==> config.mk <==
export PLATFORM = sky130hd
export DESIGN_NAME = mmu_acc
export DESIGN_NICKNAME = d
export VERILOG_FILES = /design/src/rtl/mmu_acc.sv
export SDC_FILE = /design/constraint.sdc
export NUM_CORES = 2
export LEC_CHECK = 0
export CORE_ASPECT_RATIO = 0.7
export CORE_MARGIN = 4
export CORE_UTILIZATION = 45
export CTS_BUF_LIST = sky130_fd_sc_hd__clkbuf_8 sky130_fd_sc_hd__clkbuf_16
export CTS_CLUSTER_SIZE = 14
export DETAILED_ROUTE_END_ITERATION = 10
export GPL_TIMING_DRIVEN = 0
export SETUP_SLACK_MARGIN = 0.2
export SLEW_MARGIN = 25
export SYNTH_ARGS = -nofsm -noshare
export SYNTH_HDL_FRONTEND = slang
export SYNTH_SLANG_ARGS = --single-unit
==> constraint.sdc <==
create_clock -name i_clk -period 22.7 [get_ports i_clk]
set_input_delay 2.27 -clock i_clk [delete_from_list [all_inputs] [get_ports i_clk]]
set_output_delay 2.27 -clock i_clk [all_outputs]
set_load 0.02 [all_outputs]
==> src/rtl/mmu_acc.sv <==
// Double-buffered SIZE x SIZE matrix multiply with a weight FIFO, signed/unsigned
// arithmetic and an accumulate mode; one output row is produced per COMPUTE cycle.
module mmu_acc #(
  parameter int SIZE        = 2,
  parameter int DATA_W      = 8,
  parameter int ACC_W       = 32,
  parameter int WFIFO_DEPTH = 2
) (
  input  logic                                    i_clk,
  input  logic                                    i_rst,
  input  logic                                    i_w_push,
  input  logic [SIZE-1:0][SIZE-1:0][DATA_W-1:0]   i_w_in,
  output logic                                    o_w_rdy,
  input  logic                                    i_w_ld_start,
  output logic                                    o_w_ld_rdy,
  input  logic                                    i_w_swap,
  input  logic                                    i_data_push,
  input  logic [SIZE-1:0][SIZE-1:0][DATA_W-1:0]   i_data_in,
  output logic                                    o_data_rdy,
  input  logic                                    i_signed_mode,
  input  logic                                    i_accumulate,
  input  logic                                    i_mult_run,
  output logic                                    o_mult_rdy,
  output logic                                    o_busy,
  output logic                                    o_acc_out_rdy,
  input  logic                                    i_acc_out_pop,
  output logic [SIZE-1:0][SIZE-1:0][ACC_W-1:0]    o_acc_out
);

  localparam int RW = (SIZE > 1) ? $clog2(SIZE) : 1;
  localparam int PW = (WFIFO_DEPTH > 1) ? $clog2(WFIFO_DEPTH) : 1;
  localparam int CW = $clog2(WFIFO_DEPTH + 1);

  typedef logic [SIZE-1:0][SIZE-1:0][DATA_W-1:0] mat_t;
  typedef enum logic [1:0] {
    ST_IDLE    = 2'd0,
    ST_COMPUTE = 2'd1,
    ST_DONE    = 2'd2
  } state_t;

  state_t                         r_state;
  state_t                         w_state_nxt;
  logic [RW-1:0]                  r_row;
  logic                           r_sgn;
  logic                           r_acc_mode;
  mat_t                           r_fifo [WFIFO_DEPTH];
  logic [PW-1:0]                  r_wr;
  logic [PW-1:0]                  r_rd;
  logic [CW-1:0]                  r_cnt;
  mat_t                           r_shadow;
  mat_t                           r_w_act;
  logic                           r_shadow_valid;
  logic                           r_active_valid;
  mat_t                           r_data;
  logic                           r_data_valid;
  logic [SIZE-1:0][SIZE-1:0][ACC_W-1:0] r_acc;
  logic [SIZE-1:0][ACC_W-1:0]     w_row_res;

  logic w_run_acc;
  logic w_last_row;
  logic w_push_ok;
  logic w_pop_ok;
  logic w_swap_ok;
  logic w_consume;

  // Product widened to 2*DATA_W, then sign- or zero-extended into the accumulator width
  function automatic logic [ACC_W-1:0] mul_ext(input logic [DATA_W-1:0] a,
                                               input logic [DATA_W-1:0] b,
                                               input logic              sgn);
    logic [2*DATA_W-1:0] a_x;
    logic [2*DATA_W-1:0] b_x;
    logic [2*DATA_W-1:0] p;
    logic [ACC_W-1:0]    res;
    if (sgn) begin
      a_x = {{DATA_W{a[DATA_W-1]}}, a};
      b_x = {{DATA_W{b[DATA_W-1]}}, b};
    end else begin
      a_x = {{DATA_W{1'b0}}, a};
      b_x = {{DATA_W{1'b0}}, b};
    end
    p = a_x * b_x;
    if (sgn) begin
      res = ACC_W'($signed(p));
    end else begin
      res = ACC_W'(p);
    end
    return res;
  endfunction

  function automatic logic [PW-1:0] ptr_inc(input logic [PW-1:0] p);
    return (p == PW'(WFIFO_DEPTH - 1)) ? {PW{1'b0}} : p + PW'(1);
  endfunction

  assign o_w_rdy       = (r_cnt != CW'(WFIFO_DEPTH));
  assign o_w_ld_rdy    = (r_cnt != {CW{1'b0}});
  assign o_data_rdy    = ~r_data_valid;
  assign o_busy        = (r_state == ST_COMPUTE);
  assign o_acc_out_rdy = (r_state == ST_DONE);
  assign o_mult_rdy    = (r_state == ST_IDLE) & r_active_valid & r_data_valid & ~o_acc_out_rdy;
  assign o_acc_out     = r_acc;

  assign w_run_acc  = i_mult_run & o_mult_rdy;
  assign w_last_row = (r_row == RW'(SIZE - 1));
  assign w_push_ok  = i_w_push & o_w_rdy;
  assign w_pop_ok   = i_w_ld_start & o_w_ld_rdy;
  assign w_consume  = o_busy & w_last_row;
  // A swap never lands mid-compute nor on the run-accept edge, so a run always sees stable weights
  assign w_swap_ok  = i_w_swap & r_shadow_valid & ~w_run_acc &
                      ((r_state == ST_IDLE) | (r_state == ST_DONE));

  // Next-state logic for the run sequencer
  always_comb begin
    w_state_nxt = r_state;
    case (r_state)
      ST_IDLE: begin
        if (w_run_acc) w_state_nxt = ST_COMPUTE;
        else           w_state_nxt = ST_IDLE;
      end
      ST_COMPUTE: begin
        if (w_last_row) w_state_nxt = ST_DONE;
        else            w_state_nxt = ST_COMPUTE;
      end
      ST_DONE: begin
        if (i_acc_out_pop) w_state_nxt = ST_IDLE;
        else               w_state_nxt = ST_DONE;
      end
      default: w_state_nxt = ST_IDLE;
    endcase
  end

  // Result row for the current row counter, optionally added onto the held result
  always_comb begin
    w_row_res = {(SIZE*ACC_W){1'b0}};
    for (int j = 0; j < SIZE; j++) begin
      w_row_res[j] = r_acc_mode ? r_acc[r_row][j] : {ACC_W{1'b0}};
      for (int k = 0; k < SIZE; k++) begin
        w_row_res[j] = w_row_res[j] + mul_ext(r_w_act[r_row][k], r_data[k][j], r_sgn);
      end
    end
  end

  // State register, row counter and per-run mode latches
  always_ff @(posedge i_clk or posedge i_rst) begin
    if (i_rst) begin
      r_state    <= ST_IDLE;
      r_row      <= {RW{1'b0}};
      r_sgn      <= 1'b0;
      r_acc_mode <= 1'b0;
    end else begin
      r_state <= w_state_nxt;
      if (w_run_acc) begin
        r_row      <= {RW{1'b0}};
        r_sgn      <= i_signed_mode;
        r_acc_mode <= i_accumulate;
      end else if (o_busy && !w_last_row) begin
        r_row <= r_row + RW'(1);
      end
    end
  end

  // Weight FIFO storage, pointers and occupancy
  always_ff @(posedge i_clk or posedge i_rst) begin
    if (i_rst) begin
      r_wr  <= {PW{1'b0}};
      r_rd  <= {PW{1'b0}};
      r_cnt <= {CW{1'b0}};
      for (int i = 0; i < WFIFO_DEPTH; i++) r_fifo[i] <= {(SIZE*SIZE*DATA_W){1'b0}};
    end else begin
      if (w_push_ok) begin
        r_fifo[r_wr] <= i_w_in;
        r_wr         <= ptr_inc(r_wr);
      end
      if (w_pop_ok) r_rd <= ptr_inc(r_rd);
      case ({w_push_ok, w_pop_ok})
        2'b10:   r_cnt <= r_cnt + CW'(1);
        2'b01:   r_cnt <= r_cnt - CW'(1);
        default: r_cnt <= r_cnt;
      endcase
    end
  end

  // Shadow/active weight buffers; a same-cycle swap takes the old shadow
  always_ff @(posedge i_clk or posedge i_rst) begin
    if (i_rst) begin
      r_shadow       <= {(SIZE*SIZE*DATA_W){1'b0}};
      r_w_act        <= {(SIZE*SIZE*DATA_W){1'b0}};
      r_shadow_valid <= 1'b0;
      r_active_valid <= 1'b0;
    end else begin
      if (w_swap_ok) begin
        r_w_act        <= r_shadow;
        r_active_valid <= 1'b1;
      end
      if (w_pop_ok) begin
        r_shadow       <= r_fifo[r_rd];
        r_shadow_valid <= 1'b1;
      end else if (w_swap_ok) begin
        r_shadow_valid <= 1'b0;
      end
    end
  end

  // Data operand register, released on the final compute row
  always_ff @(posedge i_clk or posedge i_rst) begin
    if (i_rst) begin
      r_data       <= {(SIZE*SIZE*DATA_W){1'b0}};
      r_data_valid <= 1'b0;
    end else if (w_consume) begin
      r_data_valid <= 1'b0;
    end else if (i_data_push && !r_data_valid) begin
      r_data       <= i_data_in;
      r_data_valid <= 1'b1;
    end
  end

  // Result matrix, one row written per compute cycle
  always_ff @(posedge i_clk or posedge i_rst) begin
    if (i_rst) begin
      r_acc <= {(SIZE*SIZE*ACC_W){1'b0}};
    end else if (o_busy) begin
      r_acc[r_row] <= w_row_res;
    end
  end

endmodule

==> results.py <==
metrics = {
    "die": {
        "die_area_um2": 73620,
        "die_h_um": 228.2,
        "ios": 208,
        "core_area_um2": 68370,
        "core.rowCount": 80,
        "start_util": 0.4560,
        "die_x_um": 322.6,
    },
    "setup_path": {
        "critPathLaunch": "r_row",
        "critPathLaunchType": "flip-flop",
        "crit_path_top_delay_cell": "mux2i_1",
        "path_delay_family": "adder cells",
        "r2r_start": "r_row",
        "crit_type": "reg2reg",
        "worst-path-buf-inv": 12,
        "cp-end-kind": "flip-flop",
        "crit_fanout": 10,
        "reg2regPathDepth": 43,
        "cp_slowest_stage_delay_ns": 0.94,
        "arrival_ns": 13.13,
        "cp.depth": 43,
        "cpMostUsedCell": "fa_1",
        "cp.required_ns": 23.12,
    },
    "worst_hold_path": {
        "hold_depth": 2,
        "hold_start": "r_shadow[12]",
        "hold_path_class": "reg2reg",
    },
    "global_route": {
        "grt_pass1_wl_mm": 138.9,
        "antenna_found_initial": 1,
        "grt_pass1_vias": 24060,
        "grt_max_degree": 96,
        "overflow": 0,
        "grt_use_total": 0.2439,
    },
    "final_layout": {
        "final_cell_area_um2": 35780,
        "fin_nets": 4133,
        "fill_cells": 6229,
        "regArea_um2": 7507,
        "multi_input_area_um2": 21130,
        "layout-drive-gt1-share": 0.08644,
        "n_antenna_cell": 0,
        "syn2layout_area_growth_pct": 14.78,
    },
    "placed_design": {
        "place_area_um2": 34470,
        "post-place-ws_ns": 10.20,
        "gp_congestion": 0.9197,
        "dp_hpwl_mm": 71.46,
        "port-buffer-count": 207,
    },
    "synthesis": {
        "yosys.area_share.simple": 0.1123,
        "yosys.area.top_type": "dfrtp_1",
        "yosysMostFrequentCell": "inv_1",
        "async_flop_share": 1.000,
        "synth.top_cell.area_share": 0.2408,
        "yosys-mux-area-fraction": 0.09235,
        "syn_nets": 3885,
        "synth_area_leaders": "dfrtp_1 (24%), fa_1 (22%), ha_1 (11%)",
        "synth_commonest_cells": "inv_1 (549), fa_1 (342), nand2_1 (309)",
        "synth.distinct_cells": 68,
        "synth_fa_ha_area_frac": 0.3336,
        "synth-compound-area-share": 0.08091,
        "synth_xor_area_frac": 0.05840,
        "netlist_area_um2": 31170,
        "synth_edf_count": 0,
        "synth.avg_cell_area_um2": 9.788,
        "syn_inst": 3185,
        "ys_ff_latch": 300,
        "synth_top_family_by_area": "adder cells",
        "ys.flop_type": "dfrtp_1",
        "yosys_warnings": 0,
        "yosysSeqAreaShare": 0.2408,
    },
    "drt": {
        "drt_iter0_drc": 1501,
        "post_drt_wl_per_cell_um": 20.27,
        "routed_via_density": 5.199,
        "wl_met1_mm": 42.36,
        "dr_wl_met2_mm": 38.40,
        "drc": 0,
        "dr_wl_met3_mm": 5.750,
        "top_layer": "met5",
        "routed_wl_mm": 88.41,
        "drtPass1Iterations": 5,
        "vias": 22680,
        "drtAntennaViolNets": 0,
    },
    "clock_tree": {
        "cts.hold.buffers_added": 0,
        "cts_buffers": 36,
        "postCtsResizedCells": 0,
        "clk_latency_ns": 0.58,
        "clk_pin_slew_ns": 0.06,
        "htreeDepth": 2,
        "cts_num_sinks": 300,
        "clock_path_buffers": 3,
        "postCtsSetupBuffers": 0,
        "cts_root_buf": "clkbuf_16",
        "tritoncts": "built",
    },
    "sta": {
        "finalHoldViolations": 0,
        "drv_slew": 0,
        "final.setup.tns_ns": 0,
        "fin_crit_sh": 0.5601,
        "worst_pin_slew_ns": 1.049,
        "min_period_ns": 12.71,
        "maxSlewHeadroom": 0.2810,
        "rsz0062_at_grt": "no",
        "fmaxAchievable_mhz": 78.66,
        "finalSetupViolations": 0,
        "setup_slack_ns": 9.987,
        "skew_ns": 0.03468,
    },
    "outcome": {
        "status": "complete, no violations",
    },
    "flow_run": {
        "drv_cap": 0,
    },
}
worst register-to-register path: cells and delay by family, from the launching register on:
family | cells | cell delay [ns]
adders and majority gates | 9 | 3.76
buffers and inverters | 12 | 3.15
AOI/OAI and AO/OA | 11 | 1.88
and+or+nand+nor | 7 | 1.32
xor gates and xnor gates | 3 | 1.18
muxes | 1 | 0.95
DFF | 1 | 0.34
layout by cell type (no fill, tap or decap), types with 103 or more instances in the layout:
cell,instances
xnor2_1,120
nand2_1,309
mux2_2,197
fa_1,342
ha_1,284
inv_1,552
o21ai_0,182
nor2b_1,103
and2_1,127
clkdlybuf4s50_1,207
dfrtp_1,300
per-stage QoR:
stage                       util  hold WS (ns)  cells
after global placement    0.5028        0.4650   4294
after floorplan                -        0.4394   3185
after detailed placement  0.5042        0.4702   4297
after global routing      0.5234        0.5032   4361
final                     0.5234        0.4827   4361
after CTS                 0.5234        0.4837   4361
kinds of logic after synthesis:
group / Yosys count
buf+inv: 665
xor+xnor: 202
simple gates: 711
fa+ha+maj: 626
compound gates: 423
flops: 300
mux: 258
registers in the layout (all words and copies together) (netlist names):
signal          flops
r_data_valid        1
r_fifo             64
r_shadow_valid      1
r_active_valid      1
r_state             2
r_acc_mode          1
r_data             32
o_acc_out         128
r_shadow           32
r_cnt               2
r_wr                1
r_row               1
r_rd                1
r_sgn               1
r_w_act            32
cell type report:
cell class | count | area share
clock inverters | 20 | 0.008427
well taps | 902 | 0.03154
repair buffers | 210 | 0.06021
plain buffers | 116 | 0.01357
multi-input cells | 2220 | 0.5904
flip-flops and latches | 300 | 0.2098
clock buffers | 44 | 0.02825
inverters | 549 | 0.05780
path summary, 6_finish.rpt:
check / end / slack, ns
setup / recovery: o_acc_out[28] / 9.99
hold / removal: r_shadow[12] / 0.48
setup reg to reg: o_acc_out[28] / 9.99
hold reg to reg: r_shadow[12] / 0.48
max in group asynchronous: r_data[28] / 19.42
min in group asynchronous: o_acc_out[25] / 2.06
routing by layer:
metal	up-vias	GRT usage
li1	10610	-
met1	11360	0.3638
met2	600	0.3691
met3	99	0.04714
met4	6	0.05197
met5	-	0
Power is left out: the tool's default activity adds up to more than one toggle a clock period on the data nets, which glitch-free logic cannot reach.
